[src/rtl/clint.sv]
// Core-local interruptor: memory-mapped msip / mtimecmp / mtime registers on
// the data bus, answering each request after a fixed latency and driving the
// core's timer and software interrupt inputs.

package clint_pkg;
    typedef struct packed {
        logic        valid;
        logic [63:0] addr;
        logic [2:0]  size;
        logic [7:0]  strobe;
        logic [63:0] data;
    } dbus_req_t;

    typedef struct packed {
        logic        addr_ok;
        logic        data_ok;
        logic [63:0] data;
    } dbus_resp_t;

    typedef enum logic [1:0] {IDLE, BUSY, RESP} state_t;
endpackage

module clint
    import clint_pkg::*;
#(
    parameter logic [63:0] BASE_ADDR = 64'h0200_0000,
    parameter int unsigned LATENCY   = 1,
    parameter int unsigned TICK_DIV  = 1
) (
    input  logic       clk,
    input  logic       reset,
    input  dbus_req_t  dreq,
    output dbus_resp_t dresp,
    output logic       trint,
    output logic       swint
);

    state_t      state;
    state_t      state_next;
    logic [3:0]  cnt;
    logic [63:0] req_addr;
    logic [63:0] req_data;
    logic [7:0]  req_strobe;

    logic [15:0] presc;
    logic        tick;
    logic [63:0] mtime;
    logic [63:0] mtimecmp;
    logic        msip;

    logic [63:0] offset;
    logic        in_window;
    logic [12:0] dword;
    logic        hit_msip;
    logic        hit_cmp;
    logic        hit_time;
    logic        commit;
    logic [63:0] rdata;

    // The transfer size is implied by the strobe lanes, so it is not decoded.
    logic unused_size;
    assign unused_size = ^dreq.size;

    // Byte-lane merge of write data into an existing register value.
    function automatic logic [63:0] merge(input logic [63:0] old_val,
                                          input logic [63:0] wdata,
                                          input logic [7:0]  strobe);
        logic [63:0] res;
        res = old_val;
        for (int i = 0; i < 8; i++)
            if (strobe[i]) res[8*i +: 8] = wdata[8*i +: 8];
        return res;
    endfunction

    // Decode works on the latched request only; an address below the base
    // wraps to a huge offset and therefore falls outside the window.
    assign offset    = req_addr - BASE_ADDR;
    assign in_window = (offset < 64'h0000_0000_0001_0000);
    assign dword     = offset[15:3];
    assign hit_msip  = in_window && (dword == 13'h0000);
    assign hit_cmp   = in_window && (dword == 13'h0800);
    assign hit_time  = in_window && (dword == 13'h17FF);
    // Writes commit on the edge that closes the response cycle.
    assign commit    = (state == RESP) && (req_strobe != 8'h00);
    assign tick      = (presc == 16'(TICK_DIV - 1));

    // FSM state register.
    // NOTE: sequential state uses non-blocking assignments so every flop
    // samples pre-edge values regardless of block evaluation order.
    always_ff @(posedge clk or negedge reset) begin
        if (!reset) state <= IDLE;
        else        state <= state_next;
    end

    // FSM next-state logic.
    // NOTE: the default assignment up front keeps this block free of latches.
    always_comb begin
        state_next = state;
        unique case (state)
            IDLE:    if (dreq.valid) state_next = (LATENCY == 1) ? RESP : BUSY;
            BUSY:    if (cnt == 4'd1) state_next = RESP;
            RESP:    state_next = IDLE;
            default: state_next = IDLE;
        endcase
    end

    // Response outputs depend only on the FSM state and the register file.
    always_comb begin
        dresp = '0;
        if (state == RESP) begin
            dresp.addr_ok = 1'b1;
            dresp.data_ok = 1'b1;
            dresp.data    = rdata;
        end
    end

    // Read mux: unmapped offsets read as zero.
    always_comb begin
        rdata = '0;
        if (hit_msip)      rdata = {63'b0, msip};
        else if (hit_cmp)  rdata = mtimecmp;
        else if (hit_time) rdata = mtime;
    end

    // Request capture and latency counter.
    always_ff @(posedge clk or negedge reset) begin
        if (!reset) begin
            cnt        <= '0;
            req_addr   <= '0;
            req_data   <= '0;
            req_strobe <= '0;
        end else if (state == IDLE && dreq.valid) begin
            cnt        <= 4'(LATENCY - 1);
            req_addr   <= dreq.addr;
            req_data   <= dreq.data;
            req_strobe <= dreq.strobe;
        end else if (state == BUSY) begin
            cnt <= cnt - 4'd1;
        end
    end

    // Prescaler and mtime; a write commit overrides a coincident tick.
    always_ff @(posedge clk or negedge reset) begin
        if (!reset) begin
            presc <= '0;
            mtime <= '0;
        end else begin
            presc <= tick ? 16'd0 : presc + 16'd1;
            if (commit && hit_time) mtime <= merge(mtime, req_data, req_strobe);
            else if (tick)          mtime <= mtime + 64'd1;
        end
    end

    // mtimecmp and msip writes; msip keeps only lane 0 bit 0.
    always_ff @(posedge clk or negedge reset) begin
        if (!reset) begin
            mtimecmp <= '1;
            msip     <= 1'b0;
        end else begin
            if (commit && hit_cmp) mtimecmp <= merge(mtimecmp, req_data, req_strobe);
            if (commit && hit_msip && req_strobe[0]) msip <= req_data[0];
        end
    end

    // Registered interrupt outputs.
    always_ff @(posedge clk or negedge reset) begin
        if (!reset) begin
            trint <= 1'b0;
            swint <= 1'b0;
        end else begin
            trint <= (mtime >= mtimecmp);
            swint <= msip;
        end
    end

endmodule

[config.mk]
export PLATFORM = sky130hd
export DESIGN_NAME = clint
export DESIGN_NICKNAME = d
export VERILOG_FILES = /design/src/rtl/clint.sv
export SDC_FILE = /design/constraint.sdc
export NUM_CORES = 1
export LEC_CHECK = 0
export CORE_MARGIN = 2
export CORE_UTILIZATION = 30
export CTS_BUF_LIST = sky130_fd_sc_hd__clkbuf_8 sky130_fd_sc_hd__clkbuf_16
export DETAILED_ROUTE_END_ITERATION = 10
export HOLD_SLACK_MARGIN = 0.02
export PLACE_DENSITY_LB_ADDON = 0.05
export SETUP_SLACK_MARGIN = 0.02
export SKIP_LAST_GASP = 1
export SLEW_MARGIN = 20
export SYNTH_ARGS = -nofsm -noshare
export SYNTH_HDL_FRONTEND = slang
export SYNTH_SLANG_ARGS = --single-unit
[constraint.sdc]
create_clock -name clk -period 4.15 [get_ports clk]
set_clock_uncertainty 0.05 [all_clocks]
set_input_delay 0.83 -clock clk [delete_from_list [all_inputs] [get_ports clk]]
set_output_delay 0.83 -clock clk [all_outputs]
set_load 0.1 [all_outputs]
==> results.cfg <==
[run_status]
status = complete, but fails checks
violations = setup timing

[routing]
vias = 12970
postRouteAntennaNets = 0
viasPerCell = 5.179
wl_per_cell_um = 20.63
first_iter_violations = 637
drt_first_pass_iters = 5
drc = 0
wl_mm = 51.65

[synthesis]
syn_avg_cell_area_um2 = 10.50
synth-simple-area-share_pct = 15.30
synth_fp_nets = 1680
synth_xor_area_share_pct = 1.078
synth_compound_area_share_pct = 14.39
synth_top_family_by_area = simple AND/OR/NAND/NOR gates
syn-cell-area_mm2 = 0.01544
synthFlopType = dfrtp_1
ys_async_sr_fraction_pct = 100.0
synth_cells = 1470
synth_seq_area_share_pct = 46.06
synth-adder-area-share_pct = 5.511
ys_warn_count = 0
synth_cell_types = 74
synth_edf_count = 0
synth_seq_cells = 281
muxShareOfSynthArea_pct = 13.40

[critical_path]
r2r_cells = 18
cp-end-kind = primary output
path_class = flip-flop to primary output
max_stage_delay_ns = 0.47
cp_top_family = simple AND/OR/NAND/NOR gates
cp_slowest_cell = or4b_4
reg2reg_to = mtime[55]
cp_data_required_time_ns = 3.27
r2r-start = req_addr[26]
crit_fanout = 6
worst-r2r-setup-slack_ns = 0.09
critPathArrivalTime_ns = 3.98
critPathLaunchType = flip-flop
crit_chain = inv_2 -> ha_4 -> or4b_4 -> or3_4 -> o21a_1 -> nor4_2 -> buf_4 -> and4b_2 -> nand4_4 -> nor3_4 -> buf_6 -> clkbuf_16 -> a22oi_2 -> nor2_4 -> buf_12
cp_num_buf_inv = 5

[global_routing]
grt_antenna_before_repair = 2
grt_use_total_pct = 19.05
grt_max_degree = 100
grt-ovfl-total = 0
grt_pass1_vias = 13300
grt_pass1_wl_mm = 79.16

[placement]
numPortBuffers = 203
hpwlAfterDp_mm = 36.13
gp_congestion = 0.8236

[power_and_ir_drop]
power.leakage_nw = 9.020
ir_worst_vdd_uv = 227.3
power_mw = 7.140
p_per_area_mw_per_mm2 = 318.5

[floorplan]
initial_core_util_pct = 30.22
fp.dieW_um = 230.9
core_area_mm2 = 0.05109
rows = 83
die_h_um = 230.9
io_pins = 210
die_area_mm2 = 0.05330

[cts]
htree_levels = 2
clockBufferDepth = 3
clk_pin_slew_ns = 0.06
cts_sinks = 281
cts_tree = yes
root_buffer = clkbuf_16
ctsHoldBuffers = 0
cts_buffers = 36
clock_latency_ns = 0.54

[timing]
finalSetupViolCount = 64
min_period_ns = 4.857
rsz0062_at_grt = yes
period_share_pct = 117.0
slew_violations = 0
tightest_slew_ns = 1.043
hold_viol = 0
setup_slack_ns = -0.7069
slew_headroom_pct = 30.23
timing.hold.ws_ns = 0.2849
fmax_mhz = 205.9

[finish]
final_common_cell = dfrtp_1
final_nets = 2007
area_growth_pct = 45.19
drive_gt1_share_pct = 36.66
layout_common_cells = dfrtp_1, mux2_2, clkdlybuf4s50_1, inv_1, buf_4
fillCellCount = 4909

[flow_run]
cap_violations = 0

[worst_hold_path]
hold_class = primary input to async pin
==> state kept, by name (all words and copies together), names as in the netlist <==
name and cells:
mtime 64, mtimecmp 64, req_data 64, req_addr 61
presc 16, req_strobe 8, msip 1, state 1
swint 1, trint 1
==> worst reg2reg max path: stages (launching register included) <==
cell	delay, ns
dfrtp_1	0.39
inv_2	0.08
ha_4	0.12
or4b_4	0.47
or3_4	0.34
nor3_1	0.18
nor4_2	0.09
buf_4	0.14
and4b_2	0.26
buf_4	0.14
buf_4	0.12
and4_4	0.14
buf_4	0.13
buf_4	0.13
buf_4	0.16
a311oi_2	0.38
buf_4	0.28
nand3_1	0.11
o221a_2	0.26
==> kinds of logic after synthesis <==
family	Yosys count
DFF	281
and+or+nand+nor	450
AOI/OAI and AO/OA	298
muxes	185
xor gates and xnor gates	19
buffers and inverters	169
adders and majority gates	68
==> Yosys cell counts (8+ instances only) <==
cell | n | area share, %
a21o_1 | 26 | 1.3
a21oi_1 | 19 | 0.62
ha_1 | 68 | 5.5
nor4_1 | 30 | 1.2
or3_1 | 12 | 0.49
o211a_1 | 9 | 0.58
a211o_1 | 8 | 0.45
xnor2_1 | 15 | 0.85
a311oi_1 | 8 | 0.45
o21ai_0 | 33 | 1.1
inv_1 | 104 | 2.5
clkbuf_1 | 52 | 1.3
and3_1 | 32 | 1.3
nor2_1 | 125 | 3.0
mux2_2 | 174 | 13
o211ai_1 | 20 | 0.97
dfrtp_1 | 217 | 35
buf_2 | 9 | 0.29
and2_1 | 10 | 0.41
mux2i_1 | 11 | 0.71
nand4_1 | 40 | 1.6
a22oi_1 | 64 | 3.1
a31oi_1 | 12 | 0.49
nor3_1 | 22 | 0.71
nand3_1 | 52 | 1.7
nand2_1 | 72 | 1.8
dfstp_2 | 64 | 11
a211oi_1 | 35 | 1.7
and4_1 | 12 | 0.68
==> per-layer routing <==
layer	part of all wire (%)	vias up	global-route usage, %
met2	47	268	30.68
met4	2.6	0	6.532
met5	0	-	0
li1	-	6157	-
met3	4.1	77	3.014
met1	46	6466	25.97
==> stage by stage <==
stage	worst slack (ns)	util (%)	setup TNS [ns]	instance area, um2	std cells
after floorplan	-0.7153	-	-33.42	15930	1470
after global placement	-0.3810	39.79	-21.75	20330	2406
after detailed placement	-0.3188	39.79	-18.32	20330	2406
after CTS	-0.8067	43.08	-48.76	22010	2485
after global routing	-0.8912	43.87	-55.25	22420	2504
final	-0.7069	43.87	-42.61	22420	2504
==> power breakdown <==
group          total [mW]  switching [mW]  internal (mW)
sequential           3.12           0.187           2.94
combinational       0.777           0.340          0.438
clock                3.24            1.25           1.98
total                7.14            1.78           5.36
==> layout make-up <==
cell class	count	area [um2]	area share, %
Multi-Input combinational cell	1020	8496	37.90
Sequential cell	281	7113	31.73
Timing Repair Buffer	354	4350	19.41
Clock buffer	44	1022	4.560
Tap cell	680	850.8	3.795
Inverter	104	390.4	1.741
Clock inverter	19	188.9	0.8428
Antenna cell	2	5.005	0.02233
==> how the worst max path moves through the flow <==
stage                            start        end  slack, ns  depth (start not counted)
after CTS                 req_addr[26]  dresp[22]      -0.81                         17
after global routing      req_addr[26]  dresp[11]      -0.89                         17
after floorplan           req_addr[25]  dresp[10]      -0.72                         14
after detailed placement  req_addr[25]  dresp[49]      -0.32                         15
after global placement    req_addr[25]  dresp[39]      -0.38                         15
final                     req_addr[26]  dresp[63]      -0.71                         15
==> what timing repair did <==
action / in CTS / in global routing
endpoints found under the hold margin: 0 / 0
pin swaps: 3 / 27
resized for setup: 46 / 44
setup endpoints to repair: 64 / 69
setup buffers: 11 / 13
gates cloned: 5 / 8
No activity file was read; power rests on OpenSTA's default activity.
